**src/rtl/video_pattern_pkg.sv**
```systemverilog
// Shared types and helpers for the video pattern source: pattern mode enum,
// colour-bar RGB masks, timing totals and the colour-bar start-position helper.
package video_pattern_pkg;

   typedef enum logic [1:0] {
      PAT_BAR   = 2'd0,
      PAT_GRAD  = 2'd1,
      PAT_CHECK = 2'd2,
      PAT_SOLID = 2'd3
   } pat_mode_e;

   // Scene x coordinate width; wide enough for 4 channels of 1280 plus offsets.
   localparam int XE_W = 13;

   // Bar colours as {R,G,B} on/off masks; each bit expands to a full COMP_W
   // component in the pattern slice. Order: white, yellow, cyan, green,
   // magenta, red, blue, black.
   localparam logic [2:0] BAR_MASK [8] = '{
      3'b111, 3'b110, 3'b011, 3'b010, 3'b101, 3'b100, 3'b001, 3'b000
   };

   function automatic int h_total(input int hdisp, input int hblank);
      return hdisp + hblank;
   endfunction

   function automatic int v_total(input int vsync, input int vback,
                                  input int vdisp, input int vfront);
      return vsync + vback + vdisp + vfront;
   endfunction

   // Bar index (saturating at 8 = black tail) and position inside the bar for
   // a scene x coordinate, packed as {idx[3:0], pos[12:0]}.
   function automatic logic [16:0] bar_start(input logic [XE_W-1:0] xe0,
                                             input int bar_w);
      int q;
      int r;
      q = int'(xe0) / bar_w;
      r = int'(xe0) % bar_w;
      if (q > 8) q = 8;
      return {4'(q), 13'(r)};
   endfunction

endpackage

```
**src/rtl/video_timing_gen.sv**
```systemverilog
// Raster timing for the pattern source: pixel-slot divider, h/v counters,
// frame counter and the combinational sync/position decodes of the current
// counter state. The top registers everything it drives out.
module video_timing_gen
   import video_pattern_pkg::*;
#(
   parameter int IMG_HDISP = 1280,
   parameter int IMG_VDISP = 720,
   parameter int H_BLANK   = 160,
   parameter int V_SYNC    = 5,
   parameter int V_BACK    = 20,
   parameter int V_FRONT   = 5,
   parameter int CLK_DIV   = 1
) (
   input  logic        clk,
   input  logic        rst,
   output logic        tick,
   output logic        line_end,
   output logic        frame_end,
   output logic        frame_start,
   output logic        h_act,
   output logic        vsync_c,
   output logic        href_c,
   output logic [10:0] x,
   output logic [10:0] y,
   output logic [15:0] frame_cnt
);

   localparam int H_TOTAL = h_total(IMG_HDISP, H_BLANK);
   localparam int V_TOTAL = v_total(V_SYNC, V_BACK, IMG_VDISP, V_FRONT);

   localparam logic [11:0] H_LAST    = 12'(H_TOTAL - 1);
   localparam logic [11:0] V_LAST    = 12'(V_TOTAL - 1);
   localparam logic [11:0] H_DISP    = 12'(IMG_HDISP);
   localparam logic [11:0] V_SYNCEND = 12'(V_SYNC);
   localparam logic [11:0] V_ACT_BEG = 12'(V_SYNC + V_BACK);
   localparam logic [11:0] V_ACT_END = 12'(V_SYNC + V_BACK + IMG_VDISP);
   localparam logic [3:0]  DIV_LAST  = 4'(CLK_DIV - 1);

   logic [3:0]  div_cnt;
   logic [11:0] h_cnt;
   logic [11:0] v_cnt;
   logic [11:0] y_full;
   logic        act_line;
   logic        unused_bits;

   // Tick marks the last clock of a pixel slot; with CLK_DIV=1 the divider
   // stays at 0 and tick is permanently high.
   assign tick = (div_cnt == DIV_LAST);

   // Slot divider: counts clocks within a slot, restarting after each tick.
   always_ff @(posedge clk) begin
      if (rst || tick) div_cnt <= '0;
      else             div_cnt <= div_cnt + 4'd1;
   end

   // Raster counters: h within a line, v within a frame, frames completed.
   always_ff @(posedge clk) begin
      if (rst) begin
         h_cnt     <= '0;
         v_cnt     <= '0;
         frame_cnt <= '0;
      end else if (tick) begin
         if (h_cnt == H_LAST) begin
            h_cnt <= '0;
            if (v_cnt == V_LAST) begin
               v_cnt     <= '0;
               frame_cnt <= frame_cnt + 16'd1;
            end else begin
               v_cnt <= v_cnt + 12'd1;
            end
         end else begin
            h_cnt <= h_cnt + 12'd1;
         end
      end
   end

   assign line_end    = tick && (h_cnt == H_LAST);
   assign frame_end   = line_end && (v_cnt == V_LAST);
   assign frame_start = tick && (h_cnt == 12'd0) && (v_cnt == 12'd0);

   assign act_line = (v_cnt >= V_ACT_BEG) && (v_cnt < V_ACT_END);
   assign h_act    = (h_cnt < H_DISP);
   assign href_c   = act_line && h_act;
   assign vsync_c  = (v_cnt < V_SYNCEND);

   assign y_full = v_cnt - V_ACT_BEG;
   assign x      = h_cnt[10:0];
   assign y      = y_full[10:0];

   assign unused_bits = ^{h_cnt[11], y_full[11]};

endmodule

```
**src/rtl/video_pattern_src.sv**
```systemverilog
// Multi-channel synthetic CMOS video source. NUM_CH channels view windows of
// one wide scene, offset by CH_X_OFFSET, with shared registered timing.
// Optional feature macro VIDEO_PATTERN_SRC_MOTION_EN: scrolls the scene by
// frame_cnt[7:0] pixels per frame on every channel.
module video_pattern_src
   import video_pattern_pkg::*;
#(
   parameter int NUM_CH      = 2,
   parameter int COMP_W      = 8,
   parameter int IMG_HDISP   = 1280,
   parameter int IMG_VDISP   = 720,
   parameter int H_BLANK     = 160,
   parameter int V_SYNC      = 5,
   parameter int V_BACK      = 20,
   parameter int V_FRONT     = 5,
   parameter int CLK_DIV     = 1,
   parameter int CH_X_OFFSET = 1024,
   parameter int CELL_LOG2   = 5
) (
   input  logic                         cmos_clk,
   input  logic                         sys_rst,
   input  logic [1:0]                   pat_mode,
   input  logic [3*COMP_W-1:0]          solid_rgb,
   output logic                         cmos_vsync,
   output logic                         cmos_href,
   output logic                         cmos_clken,
   output logic [NUM_CH*3*COMP_W-1:0]   cmos_data,
   output logic [10:0]                  x_pos,
   output logic [10:0]                  y_pos,
   output logic [15:0]                  frame_cnt
);

   localparam int PIX_W   = 3 * COMP_W;
   localparam int SCENE_W = IMG_HDISP + (NUM_CH - 1) * CH_X_OFFSET;
   localparam int BAR_W   = SCENE_W / 8;
   localparam logic [XE_W-1:0] BAR_LAST = XE_W'(BAR_W - 1);

   logic            tick;
   logic            line_end;
   logic            frame_end;
   logic            frame_start;
   logic            h_act;
   logic            vsync_c;
   logic            href_c;
   logic            clken_c;
   logic [10:0]     x_c;
   logic [10:0]     y_c;
   logic [15:0]     frame_q;
   pat_mode_e       mode_q;
   logic [PIX_W-1:0] solid_q;
   logic [XE_W-1:0] shift_cur;
   logic [XE_W-1:0] shift_nxt;
   logic [PIX_W-1:0] data_arr [NUM_CH];

   video_timing_gen #(
      .IMG_HDISP (IMG_HDISP),
      .IMG_VDISP (IMG_VDISP),
      .H_BLANK   (H_BLANK),
      .V_SYNC    (V_SYNC),
      .V_BACK    (V_BACK),
      .V_FRONT   (V_FRONT),
      .CLK_DIV   (CLK_DIV)
   ) u_timing (
      .clk         (cmos_clk),
      .rst         (sys_rst),
      .tick        (tick),
      .line_end    (line_end),
      .frame_end   (frame_end),
      .frame_start (frame_start),
      .h_act       (h_act),
      .vsync_c     (vsync_c),
      .href_c      (href_c),
      .x           (x_c),
      .y           (y_c),
      .frame_cnt   (frame_q)
   );

   assign clken_c = href_c & tick;

   // Scene shift for the current counter state and for the line about to
   // start (which belongs to the next frame when the frame wraps).
`ifdef VIDEO_PATTERN_SRC_MOTION_EN
   assign shift_cur = {5'd0, frame_q[7:0]};
   assign shift_nxt = {5'd0, frame_q[7:0] + {7'd0, frame_end}};
`else
   assign shift_cur = '0;
   assign shift_nxt = '0;
`endif

   // Mode latch: pattern selection only changes at the first slot of a frame,
   // so a frame is never rendered with two patterns.
   always_ff @(posedge cmos_clk) begin
      if (sys_rst) begin
         mode_q  <= PAT_BAR;
         solid_q <= '0;
      end else if (frame_start) begin
         mode_q  <= pat_mode_e'(pat_mode);
         solid_q <= solid_rgb;
      end
   end

   for (genvar c = 0; c < NUM_CH; c++) begin : g_ch
      localparam logic [XE_W-1:0] CH_OFF = XE_W'(c * CH_X_OFFSET);

      logic [3:0]       bar_idx;
      logic [XE_W-1:0]  bar_pos;
      logic [XE_W-1:0]  xe;
      logic [16:0]      start_rst;
      logic [16:0]      start_nxt;
      logic [2:0]       mask;
      logic [PIX_W-1:0] pix;
      logic [PIX_W-1:0] pix_q;
      logic             unused_xe;

      assign xe        = {2'b00, x_c} + CH_OFF + shift_cur;
      assign start_rst = bar_start(CH_OFF, BAR_W);
      assign start_nxt = bar_start(CH_OFF + shift_nxt, BAR_W);
      assign unused_xe = ^xe;

      // Running bar counter: preset at each line start to the channel's
      // first bar, stepped on every active pixel slot; saturates at 8 (black).
      always_ff @(posedge cmos_clk) begin
         if (sys_rst) begin
            {bar_idx, bar_pos} <= start_rst;
         end else if (line_end) begin
            {bar_idx, bar_pos} <= start_nxt;
         end else if (tick && h_act) begin
            if (bar_pos == BAR_LAST) begin
               bar_pos <= '0;
               if (bar_idx != 4'd8) bar_idx <= bar_idx + 4'd1;
            end else begin
               bar_pos <= bar_pos + 13'd1;
            end
         end
      end

      // Pixel colour for the current counter state under the latched mode.
      always_comb begin
         mask = (bar_idx < 4'd8) ? BAR_MASK[bar_idx[2:0]] : 3'b000;
         pix  = '0;
         case (mode_q)
            PAT_BAR:   pix = {{COMP_W{mask[2]}}, {COMP_W{mask[1]}}, {COMP_W{mask[0]}}};
            PAT_GRAD:  pix = {3{xe[COMP_W-1:0]}};
            PAT_CHECK: pix = {PIX_W{xe[CELL_LOG2] ^ y_c[CELL_LOG2]}};
            PAT_SOLID: pix = solid_q;
            default:   pix = '0;
         endcase
      end

      // Registered channel data, forced to zero outside the pixel strobe.
      always_ff @(posedge cmos_clk) begin
         if (sys_rst) pix_q <= '0;
         else         pix_q <= clken_c ? pix : '0;
      end

      assign data_arr[c] = pix_q;
   end

   // Pack channel slices, channel c at bits [c*PIX_W +: PIX_W].
   always_comb begin
      cmos_data = '0;
      for (int c = 0; c < NUM_CH; c++) cmos_data[c*PIX_W +: PIX_W] = data_arr[c];
   end

   // Output registers: all sync/position outputs aligned with cmos_data.
   always_ff @(posedge cmos_clk) begin
      if (sys_rst) begin
         cmos_vsync <= 1'b0;
         cmos_href  <= 1'b0;
         cmos_clken <= 1'b0;
         x_pos      <= '0;
         y_pos      <= '0;
         frame_cnt  <= '0;
      end else begin
         cmos_vsync <= vsync_c;
         cmos_href  <= href_c;
         cmos_clken <= clken_c;
         x_pos      <= href_c ? x_c : 11'd0;
         y_pos      <= href_c ? y_c : 11'd0;
         frame_cnt  <= frame_q;
      end
   end

endmodule

```
**config.mk**
```make
export PLATFORM = sky130hd
export DESIGN_NAME = video_pattern_src
export DESIGN_NICKNAME = d
export VERILOG_FILES = /design/src/rtl/video_pattern_pkg.sv /design/src/rtl/video_timing_gen.sv /design/src/rtl/video_pattern_src.sv
export SDC_FILE = /design/constraint.sdc
export NUM_CORES = 1
export LEC_CHECK = 0
export CAP_MARGIN = 15
export CORE_AREA = 8 8 115 169
export DETAILED_ROUTE_END_ITERATION = 8
export DIE_AREA = 0 0 123 177
export GPL_TIMING_DRIVEN = 1
export PLACE_DENSITY = 0.73
export SYNTH_ARGS = -nofsm -noshare
export SYNTH_HDL_FRONTEND = slang
export SYNTH_SLANG_ARGS = --single-unit
```
**constraint.sdc**
```tcl
create_clock -name cmos_clk -period 4.77 [get_ports cmos_clk]
set_input_delay 0.954 -clock cmos_clk [delete_from_list [all_inputs] [get_ports cmos_clk]]
set_output_delay 0.954 -clock cmos_clk [all_outputs]
set_load 0.05 [all_outputs]
```
==> run metrics, run 1 <==
Crit. path cell count 4; Worst Path Buf+Inv 0; nets 1,034; P&R area growth vs syn 21.96%; actual slew at the worst max-slew pin 1.094 ns; drc violations 0; crit-path cells nand3b_1, or4_1, o21ai_1, nor2_1; syn avg cell area 8.996 um^2; Gate Count Post-Synth 923; met3 usage in global routing 0.04216; first-pass GRT wire length 34,730 um; CTS Sinks 193; H-tree levels 4; r2r startpoint u_timing.v_cnt[9]; Worst Skew 0.007861 ns; Port Buffer Count 116; Setup Fix Bufs, Post-CTS 0; total track usage 0.1991; async set-or-reset flop fraction in the synthesized netlist 0; Post-Synthesis Cell Area 8303 um^2; met2 Use GR 0.3467; most frequent cells in the layout 192 x dfxtp_1, 115 x clkdlybuf4s50_1, 77 x a21oi_1, 64 x nand2_1, 57 x o21ai_0; total power 3.275 mW; DR vias 7,211; crit path from u_timing.v_cnt[9]; final setup fails 0; RSZ-0062 raised after global routing false; CTS Buf Count 17; number of synthesis warnings 0; Post-synth EDFFs 0; fin crit share 0.5849; Avg WL per Cell 17.76 um; r2r endpoint u_timing.v_cnt[2]; Worst Setup Start Kind register; Register-to-Register Path Depth 4; Finished Core Util 0.5912; Critical Path Slowest Stage Cell dfxtp_2; Die W 123 um; Initial Utilization 0.4848; Slew headroom 0.2688; RD Place Congestion 0.8679; Worst Setup Path Type register to register; Critical Path AT 3.09 ns; crit path to u_timing.v_cnt[2]; Crit path required time 5.07 ns; Max FO, Critical Path 61; pin count of the biggest net entering global routing 69; Crit. End Element register; global-route track usage on met1 0.2250; starting DRC count in detailed routing 568; initial antenna violation count 0; Max-Cap Viols 0; Netlist cell types 51; min-delay worst type register to register; num rows 59; ys flop type dfxtp_1; Synth Net Count 966; Sum Neg Setup Slack 0 ns; root buffer cell clkbuf_16; die area 21,770 um^2; R2R Setup Slk 1.98 ns; CTS max path bufs 2; final wirelength 21,610 um; CP max stage delay 1.04 ns; core area 17,130 um^2; register bit total from synthesis 193; Top Family by Delay on Critical Path flip-flops; first drt pass iteration count 4; commonest non-fill, non-tap cell in the layout dfxtp_1; DR vias/cell 5.925; latest clock arrival within the worst-skew pair 0.44 ns; global route hottest layer met2; Die H 177 um; number of global-route vias before repair 6,935; sequential area share after synthesis 0.4653; leakage power total 3.482 nW; Cells after DPL 1,184; fmax 0.3584 GHz; Ports 117; Finished Layout Cells 1,217; PwrDens 323.4 nW/um^2; post_cts resized 0; total grt overflow 0; Post-DRT Antenna Nets 0; Ant. Diodes 0; Period minus WS final 2.790 ns; Hold Fails Final Rpt 0; status finished clean; Max Transition Viols Final 0; DPL Wire Length 15,100 um; clk slew on worst S/H paths 0.07 ns; Worst VDD drop 0.0002353 V; layout cells sized above 1 0.07968; CTS Hold Bufs 0; CTS tree yes
-- where the power goes --
| group | total, mW | internal, mW | switching, mW |
|---|---|---|---|
| registers | 1.66 | 1.64 | 0.0220 |
| logic | 0.190 | 0.0713 | 0.119 |
| clock network | 1.42 | 0.767 | 0.657 |
-- synth_stat cells, types with 13 or more instances --
cell | number | area [um^2]
o31ai_1 | 14 | 105.1
a221oi_1 | 48 | 420.4
clkbuf_1 | 68 | 255.2
nand2_1 | 64 | 240.2
nor3b_1 | 13 | 97.59
nor2_1 | 39 | 146.4
or3_1 | 20 | 125.1
and3_1 | 13 | 81.33
nor3_1 | 23 | 115.1
dfxtp_1 | 193 | 3864
a21oi_1 | 77 | 385.4
nand3_1 | 25 | 125.1
xnor2_1 | 14 | 122.6
mux2_2 | 23 | 259.0
ha_1 | 15 | 187.7
nand4_1 | 53 | 331.6
or4_1 | 20 | 150.1
inv_1 | 21 | 78.83
xor2_1 | 18 | 157.7
nor4_1 | 15 | 93.84
o21ai_0 | 57 | 285.3
nor2b_1 | 18 | 112.6
-- sequential cells by signal (all words and copies together) (netlist names), 2 cells and up --
register,count
g_ch.pix_q,48
x_pos,11
u_timing.v_cnt,12
solid_q,24
u_timing.h_cnt,12
frame_cnt,16
u_timing.frame_cnt,16
y_pos,11
u_timing.div_cnt,4
mode_q,2
g_ch.bar_pos,26
g_ch.bar_idx,8
-- how the worst min path moves through the flow --
stage / start / to / slack [ns] / depth (start not counted)
5_1_grt: g_ch[0].bar_pos[1] / g_ch[0].bar_pos[1] / 0.49 / 2
3_3_place_gp: solid_q[2] / solid_q[2] / 0.46 / 2
3_5_place_dp: solid_q[12] / solid_q[12] / 0.46 / 2
2_1_floorplan: u_timing.frame_cnt[14] / frame_cnt[14] / 0.44 / 2
6_report: solid_q[11] / solid_q[11] / 0.47 / 2
4_1_cts: solid_q[12] / solid_q[12] / 0.47 / 2
-- layout make-up --
type                    count  area, um^2
multi-input cells         629        4069
well taps                 213       266.5
inverters                  21       78.83
flip-flops and latches    193        3865
clock buffers              19       452.9
repair buffers            129        1251
clock inverters            13       142.6
fillers                  1498        7000
-- layer usage --
layer  up-vias  part of all wire  wire length, um
met5         -                 0                0
met4         0             0.031              672
met3        47             0.045              964
met2       179              0.53            11450
met1      3435              0.39             8524
li1       3550                 -                -
-- worst register-to-register path, cell delays in order, from the launching register on --
cell and delay [ns]:
dfxtp_2 1.04, nand3b_1 0.22, or4_1 0.63, o21ai_1 0.66, nor2_1 0.11
-- metrics by stage --
stage	hold WS, ns	instance area [um^2]	setup WS, ns
after global placement	0.4555	9525	2.114
after floorplan	0.4386	8303	2.528
after detailed placement	0.4618	9525	2.062
after CTS	0.4720	10120	2.010
after global routing	0.4906	10130	1.750
final	0.4745	10130	1.980
-- kinds of logic (layout without fill, tap and decap cells) --
group           count (synthesis)  after routing  synth area share
flops                         193            193            0.4653
fa+ha+maj                      15             15           0.02260
buf+inv                       101            182           0.04656
xor+xnor                       33             33           0.03662
simple gates                  341            341            0.2325
mux                            26             26           0.03481
compound gates                214            214            0.1615
(Power assumes the default switching activity.)
==> run 2: changes to the inputs <==
==> constraint.sdc (replaced) <==
create_clock -name cmos_clk -period 2.72 [get_ports cmos_clk]
set_input_delay 0.544 -clock cmos_clk [delete_from_list [all_inputs] [get_ports cmos_clk]]
set_output_delay 0.544 -clock cmos_clk [all_outputs]
set_load 0.05 [all_outputs]
==> run 2 against run 1 <==
Count of clock-buffer cells in the layout decreased by 1. Clock power rose by 82%. Worst hold slack worse by 0.095 ns. Sequential power increased by 76%. Sequential cell count did not move. Register-to-register slack lost 1.7 ns. First-iteration DRC count grew 6.7%. Die area stayed put. Largest cell class unchanged.
==> run metrics, run 2 (synthesis gave the netlist of run 1 again) <==
DR vias 7,250; DR WL met3 957 um; Post-DRT Antenna Nets 0; Net Sw Frac 0.2337; Ports 117; Reg with most FFs g_ch.pix_q; Ant. Diodes 0; pre-CTS setup slack 0.1567 ns; r2r startpoint u_timing.div_cnt[0]; actual slew at the worst max-slew pin 0.7333 ns; core area 17,130 um^2; fin crit share 0.9124; Min-Delay Endpoint u_timing.h_cnt[1]; number of global-route vias before repair 6,919; r2r endpoint u_timing.v_cnt[6]; RSZ-0062 raised after global routing false; CTS Sinks 193; Hold Fails Final Rpt 0; R2R Setup Slk 0.24 ns; biggest regs g_ch.pix_q: 48 flops, g_ch.bar_pos: 26 flops, solid_q: 24 flops; total grt overflow 0; fillers 1,502; first drt pass iteration count 5; CTS Hold Bufs 0; die area 21,770 um^2; Max-Cap Viols 0; Die H 177 um; Pint 4.475 mW; Initial Utilization 0.4848; Setup Fix Bufs, Post-CTS 0; Clock power frac 0.442; fmax 0.4030 GHz; RD Place Congestion 0.8390; CTS tree yes; Multi-input gate area 4069 um^2; sequential share of power 0.499; hold path depth 2; Reg area 3865 um^2; drc violations 0; DPL Wire Length 15,490 um; Slew headroom 0.5078; dpl cell area 9726 um^2; hold_sp sys_rst; max reg flops 48; PwrDens 565.0 nW/um^2; min-delay worst type input pin to register; metal2 WL 11,460 um; final instance area 10,330 um^2; top sig layer met4; clk slew on worst S/H paths 0.07 ns; Die W 123 um; status finished clean; Crit. End Element register; DRT met1 WL 8630 um; post_cts resized 0; leakage power total 3.623 nW; Register-to-Register Path Depth 6; root buffer cell clkbuf_16; CTS Buf Count 17; latest clock arrival within the worst-skew pair 0.43 ns; Worst Setup Start Kind register; Max Transition Viols Final 0; DR vias/cell 5.842; Max FO, Critical Path 12; final wirelength 21,580 um; fin worst setup slack 0.2383 ns; layout cells sized above 1 0.1002; initial antenna violation count 0; nets 1,058; first-pass GRT wire length 34,330 um; most frequent cells in the layout 192 x dfxtp_1, 115 x clkdlybuf4s50_1, 77 x a21oi_1, 64 x nand2_1, 57 x o21ai_0; P&R area growth vs syn 24.47%; pin count of the biggest net entering global routing 53; Critical Path AT 2.84 ns; Crit path required time 3.08 ns; Worst Skew 0.007615 ns; Worst VDD drop 0.0004268 V; total track usage 0.1969; starting DRC count in detailed routing 606; Period minus WS final 2.482 ns; Worst Setup Path Type register to register; Port Buffer Count 116; Sum Neg Setup Slack 0 ns; commonest non-fill, non-tap cell in the layout dfxtp_1; H-tree levels 4; num rows 59; combinational share of power 0.058; final setup fails 0; CTS max path bufs 2; Avg WL per Cell 17.39 um; Net Switching 1.364 mW
==> run 2: cell types whose count changed in the layout (fill, tap and decap cells not counted), moves of 2 or more <==
cell / delta
clkinv_2: +2
clkbuf_8: -2
inv_6: -3
buf_4: +24
bufinv_16: +2
==> run 2: area by class of cell <==
type	count	area share
Multi-Input combinational cell	629	0.3937
Inverter	21	0.007627
Sequential cell	193	0.3740
Clock inverter	14	0.01743
Timing Repair Buffer	153	0.1400
Tap cell	213	0.02579
Clock buffer	18	0.04153
==> run 2: how the worst max path moves through the flow <==
stage | from | endpoint | cells past startpoint
6_report | u_timing.div_cnt[0] | u_timing.v_cnt[6] | 6
3_3_place_gp | u_timing.v_cnt[1] | g_ch[0].pix_q[0] | 4
3_5_place_dp | u_timing.v_cnt[1] | g_ch[0].pix_q[17] | 4
5_1_grt | u_timing.div_cnt[0] | u_timing.v_cnt[6] | 6
4_1_cts | u_timing.v_cnt[1] | g_ch[0].pix_q[17] | 4
2_1_floorplan | u_timing.div_cnt[0] | solid_q[11] | 9
==> run 2: metrics by stage <==
step / total power, mW / utilization / hold WS, ns / instances
finish: 5.839 / 0.6034 / 0.3795 / 1241
global route: 6.034 / 0.6034 / 0.3757 / 1241
CTS: 5.875 / 0.6034 / 0.3682 / 1241
detailed placement: 3.317 / 0.5679 / 0.4655 / 1209
global placement: 3.313 / 0.5679 / 0.4581 / 1209
floorplan: 3.189 / - / 0.4386 / 923
==> run 2: layer usage <==
layer / vias up / global-route usage
met5: - / 0
met2: 158 / 0.3562
met3: 32 / 0.04471
met4: 0 / 0.07909
met1: 3459 / 0.2149
li1: 3601 / -
==> run 2: worst max-delay path, stage by stage, from the launching register on <==
cell	delay [ns]
dfxtp_1	0.34
inv_1	0.06
ha_1	0.16
or3b_2	0.59
or4_1	0.70
or3_1	0.39
a21oi_1	0.16
==> run 2: power by group through the flow <==
stage / Combinational (mW) / Clock (mW) / Sequential [mW]
2_1_floorplan: 0.228 / 0 / 2.96
3_5_place_dp: 0.339 / 0 / 2.98
5_1_grt: 0.375 / 2.74 / 2.92
4_1_cts: 0.340 / 2.62 / 2.91
3_3_place_gp: 0.337 / 0 / 2.98
6_report: 0.341 / 2.58 / 2.92
==> run 3: changes to the inputs <==
--- a/config.mk
+++ b/config.mk
@@ -6,11 +6,12 @@
 export NUM_CORES = 1
 export LEC_CHECK = 0
 export CAP_MARGIN = 15
-export CORE_AREA = 8 8 115 169
+export CORE_AREA = 3 3 110 164
 export DETAILED_ROUTE_END_ITERATION = 8
-export DIE_AREA = 0 0 123 177
+export DIE_AREA = 0 0 113 167
 export GPL_TIMING_DRIVEN = 1
 export PLACE_DENSITY = 0.73
+export REMOVE_ABC_BUFFERS = 1
 export SYNTH_ARGS = -nofsm -noshare
 export SYNTH_HDL_FRONTEND = slang
 export SYNTH_SLANG_ARGS = --single-unit
==> constraint.sdc (replaced) <==
create_clock -name cmos_clk -period 2.35 [get_ports cmos_clk]
set_input_delay 0.47 -clock cmos_clk [delete_from_list [all_inputs] [get_ports cmos_clk]]
set_output_delay 0.47 -clock cmos_clk [all_outputs]
set_load 0.05 [all_outputs]
==> run 3 against run 2 <==
The run now ends with negative setup slack left. Count of clock-buffer cells in the layout rose by 2. Sequential power increased by 15%. Clock skew up 0.0057 ns. Die area fell by 13%. Total power is 12% higher. Register-to-register slack got worse by 0.25 ns.
==> run metrics, run 3 (synthesis gave the netlist of run 1 again) <==
CTS tree yes; R2R Setup Slk -0.007 ns; pre-CTS setup slack 0.04622 ns; Port Buffer Count 116; CTS Hold Bufs 0; Setup Fix Bufs, Post-CTS 0; Reg with most FFs g_ch.pix_q; Worst Setup Path Type register to register; Avg WL per Cell 17.91 um; latest clock arrival within the worst-skew pair 0.44 ns; sequential share of power 0.515; final wirelength 22,600 um; Critical Path AT 2.63 ns; root buffer cell clkbuf_16; fin worst setup slack -0.007392 ns; combinational share of power 0.065; Ports 117; Clock power frac 0.420; final hold slack 0.4342 ns; Max FO, Critical Path 8; Top Family by Delay on Critical Path compound AO/OA/AOI/OAI gates; die area 18,870 um^2; fmax 0.4242 GHz; Hold Fails Final Rpt 0; Post-DRT Antenna Nets 0; Worst VDD drop 0.0004634 V; Period minus WS final 2.357 ns; Pint 4.990 mW; DR vias/cell 6.015; CTS Sinks 193; nets 1,082; commonest non-fill, non-tap cell in the layout dfxtp_1; layout cells sized above 1 0.1237; starting DRC count in detailed routing 557; H-tree levels 4; first drt pass iteration count 5; Crit. End Element register; num rows 58; PwrDens 622.2 nW/um^2; status complete, but fails checks; min-delay worst type input pin to register; Net Switching 1.557 mW; biggest regs g_ch.pix_q: 48 flops, g_ch.bar_pos: 26 flops, solid_q: 24 flops; Slew headroom 0.4265; DR vias 7,591; dpl cell area 9920 um^2; Net Sw Frac 0.2378; total track usage 0.2351; RSZ-0062 raised after global routing true; RD Place Congestion 0.8890; first-pass GRT wire length 36,160 um; actual slew at the worst max-slew pin 0.8603 ns; CP max stage delay 0.75 ns; final instance area 10,520 um^2; crit-path cells o311ai_0, buf_4, xor3_1, a21oi_1, a221oi_1; Max-Cap Viols 0; core area 16,840 um^2; Initial Utilization 0.4932; Finished Layout Cells 1,262; number of global-route vias before repair 7,188; P&R area growth vs syn 26.73%; post_cts resized 0; Cells after DPL 1,229; drc violations 0; clk slew on worst S/H paths 0.07 ns; Critical Path Slowest Stage Cell a21oi_1; leakage power total 3.740 nW; Crit path required time 2.62 ns; Max Transition Viols Final 0; fin crit share 1.003; CTS max path bufs 2; pin count of the biggest net entering global routing 51; Die H 167 um; final setup fails 1; Worst Path Buf+Inv 1; Worst Setup Start Kind register; Die W 113 um; DPL Wire Length 15,560 um; total grt overflow 0; CTS Buf Count 17; max reg flops 48; most frequent cells in the layout 192 x dfxtp_1, 115 x clkdlybuf4s50_1, 77 x a21oi_1, 64 x nand2_1; Worst Skew 0.01329 ns; failing checks negative setup slack; initial antenna violation count 1
-- run 3: cell types whose count changed in the layout (fill, tap and decap cells not counted), moves of 2 or more --
cell,change
or4_4,+3
buf_4,+21
inv_6,+3
or4_1,-3
clkinv_4,-2
bufinv_16,-2
buf_12,+2
inv_8,-2
-- run 3: layout make-up --
| type | count | area [um^2] |
|---|---|---|
| Inverter | 21 | 78.83 |
| Fill cell | 1440 | 6314 |
| Timing Repair Buffer | 177 | 1669 |
| Tap cell | 210 | 262.8 |
| Antenna cell | 1 | 2.502 |
| Sequential cell | 193 | 3865 |
| Clock buffer | 20 | 446.7 |
| Multi-Input combinational cell | 629 | 4094 |
| Clock inverter | 11 | 103.9 |
-- run 3: final timing paths --
| path | start | endpoint | depth (start not counted) |
|---|---|---|---|
| worst min register to register | u_timing.frame_cnt[14] | frame_cnt[14] | 2 |
| worst max register to register | u_timing.v_cnt[1] | g_ch[1].pix_q[23] | 5 |
| worst max-delay path | u_timing.v_cnt[1] | g_ch[1].pix_q[23] | 5 |
| worst min-delay path | sys_rst | u_timing.div_cnt[3] | 2 |
-- run 3: worst reg2reg max path, stage by stage, from the launching register on --
cell and delay, ns:
dfxtp_1 0.36, o311ai_0 0.33, buf_4 0.20, xor3_1 0.37, a21oi_1 0.75, a221oi_1 0.19
-- run 3: through the flow --
step / total power, mW / util / setup TNS (ns)
after floorplan: 3.660 / - / -74.12
after global placement: 3.855 / 0.5892 / 0
after detailed placement: 3.863 / 0.5892 / 0
after CTS: 6.584 / 0.6219 / 0
after global routing: 6.758 / 0.6250 / -0.8812
final: 6.547 / 0.6250 / -0.007392
-- run 3: layer usage --
layer  vias up  part of all wire  track usage
met3        54             0.047      0.04980
met4         0             0.034       0.1020
met1      3675              0.40       0.2752
li1       3643                 -            -
met2       219              0.52       0.4097
met5         -                 0            0
-- run 3: power by group through the flow --
stage | registers, mW | logic [mW] | clock network, mW
2_1_floorplan | 3.45 | 0.210 | 0
3_3_place_gp | 3.44 | 0.414 | 0
3_5_place_dp | 3.44 | 0.420 | 0
4_1_cts | 3.37 | 0.423 | 2.79
5_1_grt | 3.38 | 0.468 | 2.91
6_report | 3.37 | 0.428 | 2.75
